**src/rtl/score_packer.sv**
```systemverilog
// score_packer: collects a stream of signed scores, one per accepted cycle,
// into a packed K x N-bit frame for the downstream argmax stage. The frame
// is held stable with valid_o high until ack_i, then the packer refills.
//
// Ports:
//   clk_i, rst_i    clock (rising edge), async active-high reset
//   data_i/valid_i  incoming signed score (M bits) and its valid
//   ready_o         packer can accept data_i this cycle
//   abort_i         synchronous discard of the current frame (wins over all)
//   ack_i           consumer has taken array_o (ignored while filling)
//   array_o         packed frame, element j at [j*N +: N], element 0 first
//   valid_o         array_o holds a complete frame
//   count_o         elements accepted into the current frame
//   sat_o           some element of the current frame was clamped
//
// Build option: define SCORE_PACKER_SAT_EN to clamp scores to the signed
// N-bit range (and report it on sat_o); otherwise the low N bits are packed
// unchanged and sat_o stays 0.

// One frame element: a write-enabled N-bit register.
module score_packer_elem #(
  parameter int N = 4
) (
  input  logic         clk_i,
  input  logic         rst_i,
  input  logic         we,
  input  logic [N-1:0] d,
  output logic [N-1:0] q
);
  always_ff @(posedge clk_i or posedge rst_i)
    if (rst_i)   q <= '0;
    else if (we) q <= d;
endmodule

module score_packer #(
  parameter int N  = 4,
  parameter int K  = 10,
  parameter int M  = 8,
  parameter int CW = $clog2(K+1)
) (
  input  logic           clk_i,
  input  logic           rst_i,
  input  logic [M-1:0]   data_i,
  input  logic           valid_i,
  output logic           ready_o,
  input  logic           abort_i,
  input  logic           ack_i,
  output logic [K*N-1:0] array_o,
  output logic           valid_o,
  output logic [CW-1:0]  count_o,
  output logic           sat_o
);
  typedef enum logic {FILL, FULL} state_t;

  state_t                state;
  logic                  accept;
  logic [N-1:0]          narrowed;
  logic                  clip;
  logic [K-1:0]          we;
  logic [K-1:0][N-1:0]   elems;

  assign ready_o = (state == FILL) && !rst_i;
  assign accept  = valid_i && ready_o && !abort_i;

`ifdef SCORE_PACKER_SAT_EN
  localparam logic signed [M-1:0] SMAX = M'(2**(N-1) - 1);
  localparam logic signed [M-1:0] SMIN = M'(-(2**(N-1)));
  logic signed [M-1:0] sdata;
  assign sdata = $signed(data_i);
  always_comb begin
    narrowed = data_i[N-1:0];
    clip     = 1'b0;
    if (sdata > SMAX) begin
      narrowed = SMAX[N-1:0];
      clip     = 1'b1;
    end else if (sdata < SMIN) begin
      narrowed = SMIN[N-1:0];
      clip     = 1'b1;
    end
  end
`else
  // Upper score bits are deliberately dropped: the value wraps.
  logic unused_data;
  assign unused_data = ^data_i;
  assign narrowed    = data_i[N-1:0];
  assign clip        = 1'b0;
`endif

  // Only the slot addressed by the running count is written on an accept.
  for (genvar j = 0; j < K; j++) begin : g_elem
    assign we[j] = accept && (count_o == CW'(j));
    score_packer_elem #(.N(N)) u_elem (
      .clk_i (clk_i),
      .rst_i (rst_i),
      .we    (we[j]),
      .d     (narrowed),
      .q     (elems[j])
    );
  end

  assign array_o = elems;

  always_ff @(posedge clk_i or posedge rst_i) begin
    if (rst_i) begin
      state   <= FILL;
      count_o <= '0;
      valid_o <= 1'b0;
      sat_o   <= 1'b0;
    end else if (abort_i) begin
      state   <= FILL;
      count_o <= '0;
      valid_o <= 1'b0;
      sat_o   <= 1'b0;
    end else begin
      case (state)
        FILL: if (accept) begin
          count_o <= count_o + CW'(1);
          if (clip) sat_o <= 1'b1;
          if (count_o == CW'(K-1)) begin
            state   <= FULL;
            valid_o <= 1'b1;
          end
        end
        FULL: if (ack_i) begin
          state   <= FILL;
          count_o <= '0;
          valid_o <= 1'b0;
          sat_o   <= 1'b0;
        end
        default: state <= FILL;
      endcase
    end
  end
endmodule

```
**config.mk**
```make
export PLATFORM = sky130hd
export DESIGN_NAME = score_packer
export DESIGN_NICKNAME = d
export VERILOG_FILES = /design/src/rtl/score_packer.sv
export SDC_FILE = /design/constraint.sdc
export NUM_CORES = 1
export LEC_CHECK = 0
export BUFFER_PORTS_ARGS = -buffer_cell sky130_fd_sc_hd__buf_2
export CORE_MARGIN = 2
export CORE_UTILIZATION = 35
export DETAILED_ROUTE_END_ITERATION = 10
export RECOVER_POWER = 25
export SLEW_MARGIN = 5
export SYNTH_ARGS = -nofsm -noshare
export SYNTH_HDL_FRONTEND = slang
export SYNTH_SLANG_ARGS = --single-unit
```
**constraint.sdc**
```tcl
create_clock -name clk_i -period 4.08 [get_ports clk_i]
set_clock_uncertainty 0.1 [all_clocks]
set_input_delay 0.408 -clock clk_i [delete_from_list [all_inputs] [get_ports clk_i]]
set_output_delay 0.408 -clock clk_i [all_outputs]
set_load 0.01 [all_outputs]
```
==> reports/results.md, run 1 <==
| Item | Reported | Unit |
| --- | --- | --- |
| Status | finished, final reports clean | - |
| End of the worst hold path | count_o[0] | - |
| Effective utilization at floorplan | 36.38 | % |
| Final Worst Setup Slack | 1.393 | ns |
| Initial antenna violation count | 0 | - |
| Critical Path Start Type | input port | - |
| Top_reg_cell synth | sky130_fd_sc_hd__dfrtp_1 | - |
| Top-Level Pins | 60 | - |
| Number of buffers created by CTS | 5 | - |
| Die boundary width | 79.65 | um |
| Final hold violation count | 0 | - |
| Post-synth top area cell | sky130_fd_sc_hd__dfrtp_1 | - |
| Routability Congestion | 0.7409 | - |
| CP max FO | 7 | - |
| Power per standard cell area | 419.9 | nW/um2 |
| Relative slew slack | 57.16 | % |
| Total of endpoints with negative setup slack in the final report | 0 | - |
| DIE HEIGHT | 79.65 | um |
| Final-stage net count | 218 | - |
| Achievable Freq | 372.1 | MHz |
| Ant diodes | 0 | - |
| Worst reg-to-reg path cell count | 3 | - |
| Startpoint of the lowest-slack register-to-register path | state | - |
| Total vias in the final route | 1322 | - |
| Residual DRC | 0 | - |
| Post-route minimum period | 2.687 | ns |
| Vias per cell | 4.825 | - |
| Number of sinks handled by clock tree synthesis | 46 | - |
| Critical Path End Type | flop | - |
| Worst-Margin Slew | 0.6377 | ns |
| IO Port Bufs | 54 | - |
| Static Leak | 1.210 | nW |
| Path type of the worst setup path | in2reg | - |
| Die area | 6344 | um2 |
| Num rows | 27 | - |
| Share of the yosys chip area belonging to registers | 57.46 | % |
| Post-synth cell types | 29 | - |
| Peak VDD IR | 0.1681 | mV |
| Post-synthesis average cell area | 13.53 | um2 |
| Proportion of netlist area held by the largest area contributor | 57.46 | % |
| Overall track demand over capacity in global routing | 14.12 | % |
| Post-synthesis register bit count | 46 | - |
| Count of cells resized by post-cts repair | 0 | - |
| Total gr overflow | 0 | - |
| Share of the clock period used by the worst path | 65.86 | % |
| Number of global-route vias before repair | 1330 | - |
| Remaining antenna violation count | 0 | - |
| Clock latency at the later pin of the worst-skew pair | 0.30 | ns |
| Clock tree from TritonCTS | done | - |
| Wire length of the first global-routing pass | 6.734 | mm |
| Setup slack, reg-to-reg | 1.68 | ns |
| Count of routing violations after the opening detailed-route iteration | 48 | - |
| Pre-CTS worst setup slack | 1.620 | ns |
| FFs w/ async S/R, synth | 100.0 | % |
| Number of instances in the synthesized netlist | 148 | - |
| CTS root buf | sky130_fd_sc_hd__clkbuf_8 | - |
| Signed area change from the synthesized netlist to the final layout | 22.11 | % |
| Worst hold path type | in2reg | - |
| Destination of the worst register-to-register timing path | g_elem[4].u_elem.q[3] | - |
| Synthesized area | 2003 | um2 |
| Reg clk slew, reported paths | 0.08 | ns |
| Fill count | 548 | - |
| Number of enable flip-flop cells after synthesis | 0 | - |
| Deepest clock path buffer count | 2 | - |
| CTS HTree Levels | 2 | - |
| CP startpoint | rst_i | - |
| Maximum number of pins on one net before global-route repair | 39 | - |
| HPWL after DPL | 3.057 | mm |
| Total nets after synthesis | 165 | - |
| Setup repair after global routing missed its margin | no | - |
| Hold Path Cell Cnt | 2 | - |
| Number of optimization iterations in the first detailed-route pass | 4 | - |
| Wirelength per Cell | 15.20 | um |
| Arrival time reported for the critical path endpoint | 2.78 | ns |
| Max Slew Vio Count | 0 | - |
| Final TNS setup | 0 | ns |
| Final wirelength | 4.165 | mm |
| Standard cell core area | 5507 | um2 |
| Start point of the worst min-delay path | abort_i | - |
| Required time of the critical path | 4.17 | ns |
| Max-cap violations | 0 | - |
| Cells taking the most area after synthesis | sky130_fd_sc_hd__dfrtp_1, sky130_fd_sc_hd__mux2_2, sky130_fd_sc_hd__mux2_4 | - |
| Share of cells above drive strength 1 | 39.11 | % |
| Count of yosys warnings during synthesis | 0 | - |
[synthesized netlist by cell type, types with 3 or more instances]
library cell               count
sky130_fd_sc_hd__or3_1         3
sky130_fd_sc_hd__nor3_1        4
sky130_fd_sc_hd__nor2_1        5
sky130_fd_sc_hd__nand3b_1      3
sky130_fd_sc_hd__mux2_4        8
sky130_fd_sc_hd__buf_1         4
sky130_fd_sc_hd__nand3_1       5
sky130_fd_sc_hd__mux2_2       32
sky130_fd_sc_hd__ha_1          4
sky130_fd_sc_hd__a21oi_1       3
sky130_fd_sc_hd__dfrtp_1      46
sky130_fd_sc_hd__clkbuf_1      3
sky130_fd_sc_hd__inv_1         5
sky130_fd_sc_hd__nand2_1       4
[where the power goes]
group          internal, W  switching, W
registers         0.000487     0.0000190
logic            0.0000539     0.0000623
clock network     0.000261      0.000143
[cell families (layout without fill, tap and decap cells)]
group	Yosys count	after routing	synth area share [%]
DFF	46	46	57.46
muxes	40	40	23.99
AOI/OAI and AO/OA	10	10	3.061
other	1	1	0.1872
buffers and inverters	15	69	3.123
adders and majority gates	4	4	2.499
and+or+nand+nor	32	32	9.682
[what timing repair did]
action                                 in CTS  in global routing
hold buffers                                1                  0
setup buffers                               0                  0
endpoints found under the hold margin       8                  0
[per-stage QoR]
stage                     total power, W  cell area [um2]  utilization [%]  hold WS, ns  std cells
after floorplan                0.0005850             2003                -       0.3715        148
after global placement         0.0006338             2327            42.26       0.2670        265
after detailed placement       0.0006390             2327            42.26       0.2687        265
after CTS                       0.001047             2480            45.04       0.2469        274
after global routing            0.001070             2446            44.42       0.2720        274
final                           0.001027             2446            44.42       0.2705        274
[critical path, cell delays in order]
cell and delay (ns):
sky130_fd_sc_hd__dlygate4sd3_1 0.53, sky130_fd_sc_hd__clkbuf_1 0.15, sky130_fd_sc_hd__or4b_1 0.69, sky130_fd_sc_hd__nor3_1 0.59, sky130_fd_sc_hd__mux2_2 0.41
[final cells by class]
cell class,instances,area (um2),area share (%)
Tap cell,72,90.09,3.683
Sequential cell,46,1151,47.06
Inverter,5,18.77,0.7673
Timing Repair Buffer,56,254.0,10.38
Clock buffer,6,82.58,3.376
Multi-Input combinational cell,87,789.5,32.28
Clock inverter,2,60.06,2.455
[metal layers]
| metal | track usage (%) | share of wire (%) | wire length [um] |
|---|---|---|---|
| met5 | 0 | 0 | 0 |
| met3 | 2.828 | 4.6 | 190 |
| met2 | 24.62 | 51 | 2119 |
| met1 | 16.75 | 43 | 1781 |
| met4 | 6.207 | 1.8 | 75 |
[cell usage in the layout, fill, tap and decap left out]
cell and n:
sky130_fd_sc_hd__dfrtp_1 46, sky130_fd_sc_hd__mux2_2 32, sky130_fd_sc_hd__buf_2 27, sky130_fd_sc_hd__clkbuf_1 27, sky130_fd_sc_hd__mux2_4 8, sky130_fd_sc_hd__clkbuf_8 6
sky130_fd_sc_hd__nor2_1 5, sky130_fd_sc_hd__nand3_1 5, sky130_fd_sc_hd__nand2_1 4, sky130_fd_sc_hd__nor3_1 4, sky130_fd_sc_hd__inv_1 4, sky130_fd_sc_hd__ha_1 4
sky130_fd_sc_hd__nand3b_1 3, sky130_fd_sc_hd__or3_1 3, sky130_fd_sc_hd__a21oi_1 3, sky130_fd_sc_hd__or3b_2 2, sky130_fd_sc_hd__o21ai_0 2, sky130_fd_sc_hd__a31oi_1 2
sky130_fd_sc_hd__bufinv_16 2, sky130_fd_sc_hd__or4b_1 1, sky130_fd_sc_hd__nor4b_1 1, sky130_fd_sc_hd__or4b_4 1, sky130_fd_sc_hd__or4_1 1, sky130_fd_sc_hd__a21o_1 1
sky130_fd_sc_hd__o21a_1 1, sky130_fd_sc_hd__and4b_1 1, sky130_fd_sc_hd__a2bb2oi_1 1, sky130_fd_sc_hd__clkinv_1 1, sky130_fd_sc_hd__nand2b_1 1, sky130_fd_sc_hd__conb_1 1
sky130_fd_sc_hd__dlygate4sd3_1 1, sky130_fd_sc_hd__buf_4 1
[state kept, by name, indices dropped and copies added (netlist names)]
name	cells
valid_o	1
count_o	4
state	1
g_elem.u_elem.q	40
[worst max-delay path by stage]
stage                       endpoint  slack [ns]
2_1_floorplan  g_elem[0].u_elem.q[0]        1.96
3_3_place_gp   g_elem[4].u_elem.q[3]        1.67
3_5_place_dp   g_elem[4].u_elem.q[3]        1.62
4_1_cts        g_elem[4].u_elem.q[3]        1.40
5_1_grt        g_elem[4].u_elem.q[3]        1.26
6_report       g_elem[4].u_elem.q[3]        1.39
Note: power is estimated with default switching activity, not from simulation.
==> run 2: changes to the inputs <==
==> constraint.sdc (replaced) <==
create_clock -name clk_i -period 2.35 [get_ports clk_i]
set_clock_uncertainty 0.1 [all_clocks]
set_input_delay 0.235 -clock clk_i [delete_from_list [all_inputs] [get_ports clk_i]]
set_output_delay 0.235 -clock clk_i [all_outputs]
set_load 0.01 [all_outputs]
==> reports/results.md, run 2 (synthesis results as in run 1) <==
| Item | Reported | Unit | Change |
| --- | --- | --- | --- |
| FF+latch area | 1151 | um2 | unchanged |
| Top-Level Pins | 60 | - | unchanged |
| Wirelength per Cell | 14.78 | um | -2.8% |
| Top layer used by detailed routing | met4 | - |  |
| Max Slew Vio Count | 0 | - | unchanged |
| DIE HEIGHT | 79.65 | um | unchanged |
| CTS HTree Levels | 2 | - | unchanged |
| Setup slack, reg-to-reg | 0.27 | ns | -1.41 ns |
| Critical Path Start Type | flop | - |  |
| Number of buffers created by CTS | 5 | - | unchanged |
| Register with the most flip-flops | g_elem.u_elem.q | - |  |
| Total gr overflow | 0 | - | unchanged |
| Achievable Freq | 479.8 | MHz |  |
| Worst-Margin Slew | 0.6770 | ns | +0.03930 ns |
| Deepest clock path buffer count | 2 | - | unchanged |
| Vias per cell | 4.843 | - | +0.39% |
| Arrival time reported for the critical path endpoint | 2.17 | ns | -0.61 ns |
| WL met3 | 233 | um | +23% |
| Setup repair after global routing missed its margin | no | - |  |
| End of the worst hold path | state | - |  |
| Share of cells above drive strength 1 | 45.45 | % | +6.3 points |
| Fin area | 2491 | um2 | +1.8% |
| Post-route minimum period | 2.084 | ns |  |
| Final hold violation count | 0 | - | unchanged |
| IO Port Bufs | 54 | - | unchanged |
| Path type of the worst setup path | reg2reg | - |  |
| Standard cell core area | 5507 | um2 | unchanged |
| Die area | 6344 | um2 | unchanged |
| CP max FO | 4 | - | -3 |
| Highest-count cells in the layout ignoring fill and taps | sky130_fd_sc_hd__dfrtp_1, sky130_fd_sc_hd__buf_2, sky130_fd_sc_hd__mux2_2 | - |  |
| Num rows | 27 | - | unchanged |
| Total vias in the final route | 1361 | - | +3.0% |
| Residual DRC | 0 | - | unchanged |
| Final TNS setup | 0 | ns | unchanged |
| Number of optimization iterations in the first detailed-route pass | 4 | - | unchanged |
| Initial antenna violation count | 0 | - | unchanged |
| Start point of the worst min-delay path | abort_i | - |  |
| Final-stage net count | 225 | - | +3.2% |
| Relative slew slack | 54.59 | % | -2.6 points |
| Static Leak | 1.271 | nW | +5.1% |
| Max reg flops | 40 | - | unchanged |
| Wire length on met2 | 2.107 | mm | -0.57% |
| Clock tree from TritonCTS | done | - |  |
| Worst hold path type | in2reg | - |  |
| Startpoint of the lowest-slack register-to-register path | state | - |  |
| Number of sinks handled by clock tree synthesis | 46 | - | unchanged |
| Fill count | 518 | - | -5.5% |
| Required time of the critical path | 2.44 | ns | -1.73 ns |
| Post-route met1 wirelength | 1.724 | mm | -3.2% |
| Remaining antenna violation count | 0 | - | unchanged |
| Reg clk slew, reported paths | 0.08 | ns | about the same |
| Hold Path Cell Cnt | 2 | - | unchanged |
| Overall track demand over capacity in global routing | 14.07 | % | -0.042 points |
| Effective utilization at floorplan | 36.38 | % | unchanged |
| Clock latency at the later pin of the worst-skew pair | 0.30 | ns | about the same |
| Placement-stage cell area | 2392 | um2 | +2.8% |
| Die boundary width | 79.65 | um | unchanged |
| Final wirelength | 4.153 | mm | -0.29% |
| Worst reg-to-reg path cell count | 3 | - | unchanged |
| CTS root buf | sky130_fd_sc_hd__clkbuf_8 | - |  |
| Power per standard cell area | 666.5 | nW/um2 | +59% |
| Total of endpoints with negative setup slack in the final report | 0 | - | unchanged |
| Most common library cell in the layout ignoring fill and taps | sky130_fd_sc_hd__dfrtp_1 | - |  |
| Signed area change from the synthesized netlist to the final layout | 24.36 | % |  |
| Wire length of the first global-routing pass | 6.672 | mm | -0.92% |
| Maximum number of pins on one net before global-route repair | 29 | - | -26% |
| HPWL after DPL | 3.016 | mm | -1.4% |
| Share of the clock period used by the worst path | 88.70 | % |  |
| Final Worst Setup Slack | 0.2656 | ns | -1.127 ns |
| Multi-input logic area | 789.5 | um2 | unchanged |
| Pre-CTS worst setup slack | 0.2337 | ns | -1.387 ns |
| Count of routing violations after the opening detailed-route iteration | 34 | - | -29% |
| Status | finished, final reports clean | - |  |
| Ant diodes | 0 | - | unchanged |
| Leading registers by flop count | g_elem.u_elem.q x40, count_o x4 | - |  |
| Max-cap violations | 0 | - | unchanged |
| Peak VDD IR | 0.2332 | mV | +39% |
| Hold_ws | 0.07537 | ns | -0.1951 ns |
| Destination of the worst register-to-register timing path | g_elem[3].u_elem.q[3] | - |  |
| Number of global-route vias before repair | 1339 | - | +0.68% |
| Routability Congestion | 0.7318 | - | -1.2% |
| Critical Path End Type | flop | - |  |
run 2: cell types whose count changed in the layout (fill, tap and decap cells not counted):
cell                         change
sky130_fd_sc_hd__buf_12          +1
sky130_fd_sc_hd__buf_2          +10
sky130_fd_sc_hd__buf_4           +6
sky130_fd_sc_hd__bufinv_16       -1
sky130_fd_sc_hd__clkbuf_1        -9
sky130_fd_sc_hd__clkbuf_8        -1
sky130_fd_sc_hd__clkinvlp_4      +1
run 2: how the worst max path moves through the flow:
stage,to,start
floorplan,g_elem[0].u_elem.q[0],state
global placement,g_elem[3].u_elem.q[3],rst_i
detailed placement,g_elem[3].u_elem.q[3],rst_i
finish,g_elem[3].u_elem.q[3],state
CTS,g_elem[3].u_elem.q[3],state
global route,g_elem[4].u_elem.q[3],state
run 2: power breakdown:
part	switching [W]	internal, W	total [W]	leakage, nW
Combinational	0.000107	0.000100	0.000208	0.599
Sequential	0.0000309	0.000846	0.000877	0.621
Clock	0.000259	0.000317	0.000576	0.0514
Total	0.000397	0.00126	0.00166	1.27
run 2: layout make-up:
type                       count  area share [%]
sequential                    46           46.21
multi-input combinational     87           31.69
timing repair buffer          63           13.31
tap                           72           3.616
clock buffer                   6           2.913
clock inverter                 2           1.507
inverter                       5          0.7534
run 2: through the flow:
step	total power [W]	utilization (%)	cells
floorplan	0.001016	-	148
global placement	0.001105	43.44	272
detailed placement	0.001110	43.44	272
CTS	0.001688	45.63	281
global route	0.001743	45.24	281
finish	0.001660	45.24	281
run 2: critical path: stages, from the launching register on:
cell and delay [ns]:
sky130_fd_sc_hd__dfrtp_1 0.38, sky130_fd_sc_hd__or4b_1 0.57, sky130_fd_sc_hd__or4_1 0.58, sky130_fd_sc_hd__mux2_4 0.35
run 2: what timing repair did:
item                                   in CTS  in global routing
gates resized for setup                     0                  0
buffers inserted                            0                  0
endpoints found under the hold margin      18                  0
hold buffers                                1                  0
run 2: metal layers:
metal | up-vias | global-route usage (%)
met1 | 681 | 16.48
met2 | 37 | 24.20
met3 | 7 | 3.507
met5 | - | 0
li1 | 636 | -
met4 | 0 | 6.379
